==> config.mk <==
export PLATFORM = sky130hd
export DESIGN_NAME = mem_program_loader
export DESIGN_NICKNAME = d
export VERILOG_FILES = /design/src/rtl/mem_program_loader_pkg.sv /design/src/rtl/mem_program_loader.sv
export SDC_FILE = /design/constraint.sdc
export NUM_CORES = 1
export LEC_CHECK = 0
export BUFFER_PORTS_ARGS = -buffer_cell sky130_fd_sc_hd__buf_2
export CORE_AREA = 2 2 117 85
export DETAILED_ROUTE_END_ITERATION = 6
export DIE_AREA = 0 0 119 87
export PLACE_DENSITY = 0.79
export SYNTH_ARGS = -nofsm -noshare
export SYNTH_HDL_FRONTEND = slang
export SYNTH_SLANG_ARGS = --single-unit
==> constraint.sdc <==
create_clock -name clk -period 4.4 [get_ports clk]
set_input_delay 0.44 -clock clk [delete_from_list [all_inputs] [get_ports clk]]
set_output_delay 0.44 -clock clk [all_outputs]
set_load 0.01 [all_outputs]
==> src/rtl/mem_program_loader_pkg.sv <==
// Shared definitions for the byte-stream program loader.
// Frame marker and FSM state encoding.
package mem_program_loader_pkg;

  localparam logic [7:0] LOADER_SYNC = 8'hA5;

  typedef enum logic [3:0] {
    S_IDLE,
    S_ADDR_H,
    S_ADDR_L,
    S_CNT_H,
    S_CNT_L,
    S_DATA_H,
    S_DATA_L,
    S_CSUM,
    S_DONE,
    S_ERR
  } state_e;

endpackage

==> src/rtl/mem_program_loader.sv <==
// Framed byte-stream loader: assembles big-endian words and drives
// the memory write port while holding the CPU.
module mem_program_loader
  import mem_program_loader_pkg::*;
#(
  parameter int N_ELEMENTS = 128,
  parameter int ADDR_WIDTH = 16,
  parameter int DATA_WIDTH = 16
) (
  input  logic                  clk,
  input  logic                  rst,
  input  logic                  in_valid,
  input  logic [7:0]            in_data,
  output logic                  in_ready,
  output logic                  mem_w_en,
  output logic [ADDR_WIDTH-1:0] mem_w_addr,
  output logic [DATA_WIDTH-1:0] mem_w_data,
  output logic                  cpu_hold,
  output logic                  load_done,
  output logic                  load_err
);

  localparam logic [ADDR_WIDTH:0] LIMIT = (ADDR_WIDTH+1)'(N_ELEMENTS);

  state_e                state_q, state_d;
  logic [ADDR_WIDTH-1:0] addr_q, addr_d;
  logic [15:0]           cnt_q, cnt_d;
  logic [7:0]            hi_q, hi_d;
  logic [7:0]            csum_q, csum_d;
  logic                  wr_en_q, wr_en_d;
  logic [ADDR_WIDTH-1:0] wr_addr_q, wr_addr_d;
  logic [DATA_WIDTH-1:0] wr_data_q, wr_data_d;

  logic                  acc;
  logic [15:0]           cnt_full;
  logic [ADDR_WIDTH:0]   end_addr;

  assign acc      = in_valid && in_ready;
  assign cnt_full = {cnt_q[15:8], in_data};
  // Range check done one bit wider so addr+cnt cannot wrap.
  assign end_addr = {1'b0, addr_q} + (ADDR_WIDTH+1)'(cnt_full);

  always_comb begin
    state_d   = state_q;
    addr_d    = addr_q;
    cnt_d     = cnt_q;
    hi_d      = hi_q;
    csum_d    = csum_q;
    wr_en_d   = 1'b0;
    wr_addr_d = wr_addr_q;
    wr_data_d = wr_data_q;
    if (acc) begin
      unique case (state_q)
        S_IDLE, S_ERR: begin
          if (in_data == LOADER_SYNC) begin
            state_d = S_ADDR_H;
            csum_d  = 8'h00;
          end
        end
        S_ADDR_H: begin
          addr_d  = ADDR_WIDTH'({in_data, 8'h00});
          csum_d  = csum_q + in_data;
          state_d = S_ADDR_L;
        end
        S_ADDR_L: begin
          addr_d  = addr_q | ADDR_WIDTH'(in_data);
          csum_d  = csum_q + in_data;
          state_d = S_CNT_H;
        end
        S_CNT_H: begin
          cnt_d   = {in_data, 8'h00};
          csum_d  = csum_q + in_data;
          state_d = S_CNT_L;
        end
        S_CNT_L: begin
          cnt_d  = cnt_full;
          csum_d = csum_q + in_data;
          if (end_addr > LIMIT)  state_d = S_ERR;
          else if (cnt_full == 16'd0) state_d = S_CSUM;
          else state_d = S_DATA_H;
        end
        S_DATA_H: begin
          hi_d    = in_data;
          csum_d  = csum_q + in_data;
          state_d = S_DATA_L;
        end
        S_DATA_L: begin
          csum_d    = csum_q + in_data;
          wr_en_d   = 1'b1;
          wr_addr_d = addr_q;
          wr_data_d = DATA_WIDTH'({hi_q, in_data});
          addr_d    = addr_q + 1'b1;
          cnt_d     = cnt_q - 16'd1;
          state_d   = (cnt_q == 16'd1) ? S_CSUM : S_DATA_H;
        end
        S_CSUM: state_d = (in_data == csum_q) ? S_DONE : S_ERR;
        default: state_d = state_q;
      endcase
    end
    if (state_q == S_DONE) state_d = S_IDLE;
  end

  always_ff @(posedge clk) begin
    if (rst) begin
      state_q   <= S_IDLE;
      addr_q    <= '0;
      cnt_q     <= '0;
      hi_q      <= '0;
      csum_q    <= '0;
      wr_en_q   <= 1'b0;
      wr_addr_q <= '0;
      wr_data_q <= '0;
    end else begin
      state_q   <= state_d;
      addr_q    <= addr_d;
      cnt_q     <= cnt_d;
      hi_q      <= hi_d;
      csum_q    <= csum_d;
      wr_en_q   <= wr_en_d;
      wr_addr_q <= wr_addr_d;
      wr_data_q <= wr_data_d;
    end
  end

  assign in_ready   = (state_q != S_DONE);
  assign cpu_hold   = (state_q != S_IDLE) && (state_q != S_ERR);
  assign load_done  = (state_q == S_DONE);
  assign load_err   = (state_q == S_ERR);
  assign mem_w_en   = wr_en_q;
  assign mem_w_addr = wr_addr_q;
  assign mem_w_data = wr_data_q;

endmodule

---- Yosys cells after proc, flatten, opt, wreduce, memory -nomap -nowiden ----
Index checks and enable logic that the tools add are counted.
storage, ports and cells
  register bits ........................... 85
  input port bits ......................... 11
  output and inout port bits .............. 37
  logic and storage cells ................. 64
cells by class
  add/sub/neg operators ................... 4
  magnitude comparators ................... 1
  equality and inequality tests ........... 15
  mux-type cells .......................... 11
  bitwise operators ....................... 3
  reductions and logical operators ........ 21
operator list
  cell                     count
  $pmux W16 S3             2
  $pmux W4 S8              1
  $add A16 B16 Y17         1
  $gt A17 B8 Y1 const B    1
  $add A16 B1 Y16 const B  1
  $eq A16 B1 Y1 const B    1
  $eq A4 B3 Y1 const B     4
  $logic_not A16 Y1        1
  $or A16 B8 Y16           1
  $pmux W8 S2              1
  $sub A16 B1 Y16 const B  1
  $reduce_and A3 Y1        3
  $add A8 B8 Y8            1
  $eq A4 B2 Y1 const B     2
  $eq A4 B4 Y1 const B     2
  $eq A8 B8 Y1             1
  $eq A8 B8 Y1 const B     1
  $mux W4                  2
  $mux W8                  1
  $ne A4 B4 Y1 const B     2
  $reduce_and A2 Y1        4
  $reduce_bool A8 Y1       1
  $reduce_bool A3 Y1       2
  $reduce_or A2 Y1         3
  other kinds (10)         15

---- Logic depth before layout (Yosys ltp) ----
Gate-level depths: netlist of the first run.
  depth in word-level cells ............... 4
  mapped depth ............................ 11
  depth with buffers taken out ............ 10

---- Worst setup path after synthesis of the first run ----
No wires, ideal clock.
  kind .................................... input-to-reg
  start point ............................. in in_data[7]
  end point ............................... reg state_q[3]
  arrival ................................. 3171 ps
  slack ................................... 1107 ps
  stages on the path ...................... 11
  buffers on the path ..................... 2
  cells stage by stage .................... clkbuf_1 > inv_1 > ha_1 > clkbuf_1 > and2_1 > nand3_1 > a21oi_2 > or3_1 > a2111o_1 > or4_4 > o311a_1
on the way
  longest elaborated chain between the ends .. 4
RTL lines
  element               line                       text
  start, declared       mem_program_loader.sv:13   input logic [7:0] in_data,
  $add A16 B16 Y17      mem_program_loader.sv:41   assign end_addr = {1'b0, addr_q} + (ADDR_WIDTH+1)'(cnt_full);
  $gt A17 B8 Y1         mem_program_loader.sv:78   if (end_addr > LIMIT) state_d = S_ERR;
  $mux W4               mem_program_loader.sv:78
  $pmux W4 S8           mem_program_loader.sv:53   unique case (state_q)
  end signal, assigned  mem_program_loader.sv:114  state_q <= state_d;
  end, declared         mem_program_loader.sv:25   state_e state_q, state_d;
Several ways; a longest one is shown, not always the timed one.
A chain may end at the register's enable or synchronous reset.

---- Worst setup path after layout of the first run ----
  start point ............................. reg addr_q[0]
  end point ............................... reg state_q[3]
on the way
  longest elaborated chain between the ends .. 4
RTL lines
  element                 line                       text
  start, declared         mem_program_loader.sv:26   logic [ADDR_WIDTH-1:0] addr_q, addr_d;
  start signal, assigned  mem_program_loader.sv:115  addr_q <= addr_d;
  $add A16 B16 Y17        mem_program_loader.sv:41
  $gt A17 B8 Y1           mem_program_loader.sv:78
  $mux W4                 mem_program_loader.sv:78
  $pmux W4 S8             mem_program_loader.sv:53
No other way between the ends.

==> metrics.md, run 1 <==
| Metric | Value |
|---|---|
| Status | `finished clean` |
| DRT Wirelength | `16300 µm` |
| # rows | `30` |
| CORE AREA | `9350 µm²` |
| CP required | `4.63 ns` |
| Gpl congestion | `0.954` |
| Worst VDD drop | `217 µV` |
| Buf/Inv on CP | `0` |
| First-pass GRT wire length | `25800 µm` |
| Critical path class | `reg -> reg` |
| Setup Viol. Count Final | `0` |
| Grt total ovfl | `0` |
| Routed len/inst | `18.1 µm` |
| Critical Path AT | `3.64 ns` |
| Worst-path clk slew | `0.06 ns` |
| Worst slew pin tran | `1.16 ns` |
| Crit path capture type | `flop` |
| Share of layout cells above drive strength 1 | `9.77%` |
| Die height | `87 µm` |
| Fin crit period | `3.41 ns` |
| Post-route cell area | `5980 µm²` |
| Max transition margin | `22.9%` |
| CTS tree | `yes` |
| Die area | `10400 µm²` |
| Crit Path Max Fanout | `8` |
| Antenna violations before repair | `0` |
| Inserted Diodes | `0` |
| Clock Skews | `0.00802 ns` |
| Post-CTS Setup Bufs | `0` |
| Leakage | `2.40 nW` |
| Largest stage delay on the critical path | `0.56 ns` |
| Slew Limit Fails | `0` |
| Critical path's top delay family | `compound AO/OA/AOI/OAI gates` |
| Crit share post-route | `77.4%` |
| Total number of vias | `5665` |
| Final HPWL DP | `11500 µm` |
| Overall die width | `119 µm` |
| Largest net degree at the start of global routing | `47` |
| Number of global-route vias before repair | `5081` |
| Post-route ant nets | `0` |
| CTS sink cnt | `85` |
| Crit path cell chain | `ha_1, fa_1, a21oi_1, o21ai_1, a31oi_1, mux2_2, a2111o_1, or4_4, o311a_1` |
| Top FF cell, synth | `dfxtp_1` |
| Avg Cell Area, Syn | `7.29 µm²` |
| Vias per cell | `6.32` |
| H-tree levels | `3` |
| Router iterations before antenna repair | `5` |
| Port Buffer Count | `47` |
| CTS root buf | `clkbuf_16` |
| Hold WC Path Type | `reg -> reg` |
| Crit path launch type | `flop` |
| Fin. Hold Viols | `0` |
| Syn nets | `791` |
| TNS Setup | `0 ns` |
| Yosys warns | `0` |
| F_max | `0.294 GHz` |
| RSZ-0062 raised after global routing | `false` |
| Worst path slowest cell | `or4_4` |
| Synth unique cells | `62` |
| Initial Util | `58.0%` |
| GRT Util Overall | `31.3%` |
| P per Cell Area | `276 nW/µm²` |
| Post-Synthesis Cells | `744` |
| Post-synth EDFFs | `0` |
| Clock Path Buffers | `2` |
| P&R area growth vs syn | `10.3%` |
| Max-cap violations | `0` |
| Synth Register Bits | `85` |
| Layout Utilization | `64.0%` |
| Io pins | `48` |
| Initial DRC count | `525` |
| Num CTS Buffers | `9` |
| Residual DRC count | `0` |
| Mapped cell area | `5430 µm²` |
| Seq/Total Area, Yosys | `31.4%` |
| # fillers | `834` |
| Dpl cell area | `5680 µm²` |
| CTS Hold Bufs | `0` |
| Post-CTS resize count | `0` |
| Latest clock arrival within the worst-skew pair | `0.35 ns` |
| Nets | `810` |
| Async set or reset register ratio after synthesis | `0%` |
-- report_power, final --
part	total [W]	leakage [nW]	switching, W	internal (W)
registers	0.000774	0.684	0.00000375	0.000771
logic	0.0000992	1.56	0.0000691	0.0000301
clock network	0.000780	0.150	0.000323	0.000457
total	0.00165	2.40	0.000396	0.00126
-- final cells by class --
cell class	count	area [µm²]	share of cell area, %
clock buffers	11	243	4.06
multi-input cells	580	3420	57.2
well taps	128	160	2.68
clock inverters	5	57.6	0.962
repair buffers	51	265	4.43
inverters	36	135	2.26
flip-flops and latches	85	1700	28.4
-- Yosys cell counts, drive strengths merged (9+ instances only) --
cell type / count / area [µm²]
a21o: 12 / 90.1
a21oi: 86 / 445
a22oi: 18 / 135
clkbuf: 42 / 158
dfxtp: 85 / 1700
ha: 34 / 425
inv: 36 / 135
nand2: 111 / 417
nand3: 23 / 115
nand4: 9 / 56.3
nor2: 78 / 293
nor3: 23 / 115
o21ai: 43 / 215
or3: 9 / 56.3
-- worst paths after layout --
kind                                      from        endpoint  slack [ns]  depth (start not counted)
worst min register to register  mem_w_addr[10]  mem_w_addr[10]        0.45                          2
worst min-delay path            mem_w_addr[10]  mem_w_addr[10]        0.45                          2
worst max-delay path                 addr_q[0]      state_q[3]        0.99                          9
worst max register to register       addr_q[0]      state_q[3]        0.99                          9
-- cell families (layout without fill, tap and decap cells) --
| logic type | Yosys count | in the layout | share of synthesized area, % |
|---|---|---|---|
| adder cells (fa/ha/maj) | 36 | 36 | 8.58 |
| buffers and inverters | 79 | 103 | 5.60 |
| AO/OA/AOI/OAI | 229 | 229 | 26.6 |
| multiplexers | 3 | 3 | 0.577 |
| flip-flops | 85 | 85 | 31.4 |
| AND/OR/NAND/NOR | 301 | 301 | 25.5 |
| XOR/XNOR | 11 | 11 | 1.78 |
-- through the flow --
step,hold WS (ns),power [W],instances,setup slack [ns]
after global routing,0.464,0.00169,896,0.846
after detailed placement,0.445,0.000887,880,0.784
final,0.449,0.00165,896,0.995
after global placement,0.440,0.000884,880,0.847
after CTS,0.451,0.00166,896,1.03
after floorplan,0.432,0.000853,744,1.11
-- metal layers --
layer	wire length [µm]	vias up	track usage (%)	share of wire, %
met2	7340	281	49.8	45
li1	-	2697	-	-
met3	1510	42	5.50	9.3
met4	370	0	10.6	2.3
met5	0	-	0	0
met1	7040	2645	43.2	43
-- worst reg2reg max path: stages (launching register included) --
cell and delay (ns):
dfxtp_1 0.38, ha_1 0.24, fa_1 0.43, a21oi_1 0.30, o21ai_1 0.19, a31oi_1 0.21
mux2_2 0.35, a2111o_1 0.28, or4_4 0.56, o311a_1 0.36
-- state kept, by name, summed over array words and instances, names as in the netlist --
| register | count |
|---|---|
| csum_q | 8 |
| hi_q | 8 |
| mem_w_en | 1 |
| mem_w_addr | 16 |
| cnt_q | 16 |
| state_q | 4 |
| addr_q | 16 |
| mem_w_data | 16 |
-- layout by cell type (no fill, tap or decap), drive strengths merged, types with 4 or more instances in the layout --
master | netlist | routed
a31oi | 5 | 5
nand4 | 9 | 9
a22oi | 18 | 18
or3 | 9 | 9
and2 | 8 | 8
or4 | 6 | 6
a21oi | 86 | 86
o211ai | 4 | 4
nand3 | 23 | 23
nor2 | 78 | 78
and3 | 6 | 6
a211oi | 7 | 7
nand2b | 7 | 7
nor3 | 23 | 23
nor2b | 5 | 5
nand2 | 111 | 111
o21ai | 43 | 43
buf | 1 | 51
ha | 34 | 34
clkbuf | 42 | 11
inv | 36 | 37
xor2 | 4 | 4
o21a | 8 | 8
dfxtp | 85 | 85
o32ai | 4 | 4
a21o | 12 | 12
o221ai | 6 | 6
o22ai | 7 | 7
xnor2 | 7 | 7
nor4 | 6 | 6
Power figures use the tool's default switching activity.
==> run 2, diff against run 1 <==
--- a/config.mk
+++ b/config.mk
@@ -5,11 +5,12 @@
 export SDC_FILE = /design/constraint.sdc
 export NUM_CORES = 1
 export LEC_CHECK = 0
+export ABC_AREA = 1
 export BUFFER_PORTS_ARGS = -buffer_cell sky130_fd_sc_hd__buf_2
-export CORE_AREA = 2 2 117 85
+export CORE_AREA = 2 2 125 91
 export DETAILED_ROUTE_END_ITERATION = 6
-export DIE_AREA = 0 0 119 87
-export PLACE_DENSITY = 0.79
+export DIE_AREA = 0 0 127 93
+export PLACE_DENSITY = 0.76
 export SYNTH_ARGS = -nofsm -noshare
 export SYNTH_HDL_FRONTEND = slang
 export SYNTH_SLANG_ARGS = --single-unit
==> constraint.sdc (replaced) <==
create_clock -name clk -period 3.1 [get_ports clk]
set_input_delay 0.31 -clock clk [delete_from_list [all_inputs] [get_ports clk]]
set_output_delay 0.31 -clock clk [all_outputs]
set_load 0.01 [all_outputs]
==> run 2 against run 1 <==
Clock power increased by 36%; utilization decreased by 4.4 points; combinational power increased by 33%; critical path depth increased by 6; flip-flop and latch count unchanged; die area increased by 14%; sequential share of layout area decreased by 1.6 points; total power increased by 38%; non-clock buffer count increased by 4; critical endpoint is now state_q[2]; largest cell class unchanged.
==> metrics.md, run 2 <==
| Metric | Value |
|---|---|
| Yosys warns | `0 (unchanged)` |
| Setup Viol. Count Final | `0 (unchanged)` |
| CTS tree | `yes` |
| Setup slack after placement | `0.595 ns (-0.189 ns)` |
| Critical path class | `reg -> reg` |
| DRT Wirelength | `15400 µm (-5.3%)` |
| Nets | `930 (+15%)` |
| Layout Utilization | `59.6% (-4.4 points)` |
| Post-CTS Setup Bufs | `0 (unchanged)` |
| Crit share post-route | `79.7% (+2.3 points)` |
| Post-route cell area | `6340 µm² (+6.0%)` |
| Number of global-route vias before repair | `5033 (-0.94%)` |
| Io pins | `48 (unchanged)` |
| Synth top area share | `29.9% (-1.5 points)` |
| Most frequent cells after synthesis | `nand2_1, inv_1, a21oi_1` |
| Worst VDD drop | `307 µV (+41%)` |
| CORE AREA | `10700 µm² (+14%)` |
| Gpl congestion | `1.03 (+7.8%)` |
| Worst slew pin tran | `1.03 ns (-0.124 ns)` |
| CTS Hold Bufs | `0 (unchanged)` |
| Largest net degree at the start of global routing | `66 (+40%)` |
| Worst reg2reg path depth | `15 (+6)` |
| Fin crit period | `2.47 ns (-0.934 ns)` |
| P per Cell Area | `360 nW/µm² (+30%)` |
| Status | `finished clean` |
| Share of layout cells above drive strength 1 | `14.9% (+5.1 points)` |
| Synth top area cells | `dfxtp_1, nand2_1, a21oi_1` |
| Seq/Total Area, Yosys | `29.9% (-1.5 points)` |
| Mapped cell area | `5690 µm² (+4.9%)` |
| # fillers | `1023 (+23%)` |
| Die area | `11800 µm² (+14%)` |
| # rows | `32 (+6.7%)` |
| Num CTS Buffers | `9 (unchanged)` |
| Fin. Hold Viols | `0 (unchanged)` |
| Crit Path Max Fanout | `7 (-1)` |
| Area leader, netlist | `dfxtp_1` |
| Setup slack, reg-to-reg | `0.63 ns (-0.37 ns)` |
| Crit. Startpoint | `addr_q[7]` |
| CTS root buf | `clkbuf_16` |
| Latest clock arrival within the worst-skew pair | `0.35 ns (about the same)` |
| Post-route ant nets | `0 (unchanged)` |
| Most common cell after layout, fill and taps aside | `nand2_1` |
| Worst-path clk slew | `0.07 ns (about the same)` |
| Commonest cells after routing, fill and taps aside | `nand2_1, inv_1, a21oi_1` |
| Die height | `93 µm (+6.9%)` |
| Total number of vias | `5738 (+1.3%)` |
| Synth unique cells | `55 (-11%)` |
| CP endpoint | `state_q[2]` |
| Max transition margin | `30.9% (+8.1 points)` |
| CTS sink cnt | `85 (unchanged)` |
| Router iterations before antenna repair | `5 (unchanged)` |
| Inserted Diodes | `0 (unchanged)` |
| Leakage | `2.89 nW (+21%)` |
| Final HPWL DP | `11300 µm (-1.8%)` |
| Worst reg2reg startpoint | `addr_q[7]` |
| Clock Skews | `0.00542 ns (-0.00259 ns)` |
| Initial DRC count | `565 (+7.6%)` |
| Slew Limit Fails | `0 (unchanged)` |
| Post-synth EDFFs | `0 (unchanged)` |
| Critical Path AT | `2.75 ns (-0.89 ns)` |
| Synth Register Bits | `85 (unchanged)` |
| GRT Util Overall | `26.8% (-4.5 points)` |
| Clock Path Buffers | `2 (unchanged)` |
| Post-CTS resize count | `0 (unchanged)` |
| Crit path capture type | `flop` |
| RSZ-0062 raised after global routing | `false` |
| H-tree levels | `3 (unchanged)` |
| Antenna violations before repair | `0 (unchanged)` |
| Hold WC Path Type | `in -> reg` |
| Top FF cell, synth | `dfxtp_1` |
| Grt total ovfl | `0 (unchanged)` |
| Syn nets | `888 (+12%)` |
| Reg-to-reg endpoint | `state_q[2]` |
| TNS Setup | `0 ns (unchanged)` |
| P&R area growth vs syn | `11.5%` |
| Crit path launch type | `flop` |
| Overall die width | `127 µm (+6.7%)` |
| CP required | `3.38 ns (-1.25 ns)` |
| Max-cap violations | `0 (unchanged)` |
| Count leader, synth | `nand2_1` |
| Post-Synthesis Cells | `841 (+13%)` |
| Vias per cell | `5.60 (-11%)` |
| Dpl cell area | `6050 µm² (+6.5%)` |
| Residual DRC count | `0 (unchanged)` |
| Async set or reset register ratio after synthesis | `0% (unchanged)` |
| Initial Util | `53.4% (-4.6 points)` |
| F_max | `0.405 GHz (+38%)` |
| Routed len/inst | `15.0 µm (-17%)` |
| Port Buffer Count | `47 (unchanged)` |
| First-pass GRT wire length | `25200 µm (-2.5%)` |
| Avg Cell Area, Syn | `6.77 µm² (-7.2%)` |
| Final WS setup | `0.629 ns (-0.366 ns)` |
==> run 2: logic make-up after synthesis <==
kind of cell	count (synthesis)	synth area share [%]
simple gates	390	32.2
compound gates	181	18.6
buf+inv	140	9.72
flops	85	29.9
fa+ha+maj	36	8.18
xor+xnor	9	1.39
==> run 2: how the worst min path moves through the flow <==
stage          slack (ns)      startpoint  cells after the start        endpoint
2_1_floorplan        0.44         hi_q[0]                      2         hi_q[0]
3_3_place_gp         0.45  mem_w_data[11]                      2  mem_w_data[11]
3_5_place_dp         0.45  mem_w_addr[14]                      2  mem_w_addr[14]
4_1_cts              0.30      in_data[1]                      3         hi_q[1]
5_1_grt              0.32      in_data[1]                      3         hi_q[1]
6_report             0.31      in_data[1]                      3         hi_q[1]
==> run 2: report_power, final <==
part           switching [W]  internal, W
combinational      0.0000947    0.0000372
clock               0.000480     0.000579
sequential        0.00000147      0.00109
total               0.000576      0.00171
==> run 2: stage by stage <==
| step | std cells | hold slack, ns | total power, W |
|---|---|---|---|
| 2_1_floorplan | 841 | 0.442 | 0.00119 |
| 3_3_place_gp | 1008 | 0.447 | 0.00125 |
| 3_5_place_dp | 1008 | 0.451 | 0.00125 |
| 4_1_cts | 1024 | 0.304 | 0.00230 |
| 5_1_grt | 1024 | 0.318 | 0.00236 |
| 6_report | 1024 | 0.308 | 0.00228 |
==> run 2: layer usage <==
| layer | routed length [µm] | global-route usage [%] |
|---|---|---|
| met5 | 0 | 0 |
| met4 | 304 | 8.24 |
| met3 | 1550 | 6.29 |
| met2 | 6140 | 38.6 |
| met1 | 7400 | 39.4 |
==> run 2: critical path, stage by stage, from the launching register on <==
cell and delay [ns]:
dfxtp_1 0.48, inv_1 0.15, ha_1 0.36, nand2_1 0.13
inv_1 0.06, a21oi_1 0.25, nor2_1 0.07, nor2_1 0.18
nand3b_1 0.11, nand2_1 0.07, nand2_1 0.04, nor2_1 0.16
nand3_1 0.10, nand3_1 0.08, nand2_1 0.05, a21oi_1 0.12
==> run 2: area by class of cell <==
class                           instances  area, µm²  share of cell area, %
Inverter                              116        448                   7.06
Timing Repair Buffer                   55        295                   4.65
Tap cell                              136        170                   2.68
Sequential cell                        85       1700                   26.8
Clock inverter                          6       53.8                  0.848
Multi-Input combinational cell        616       3440                   54.2
Clock buffer                           10        239                   3.77
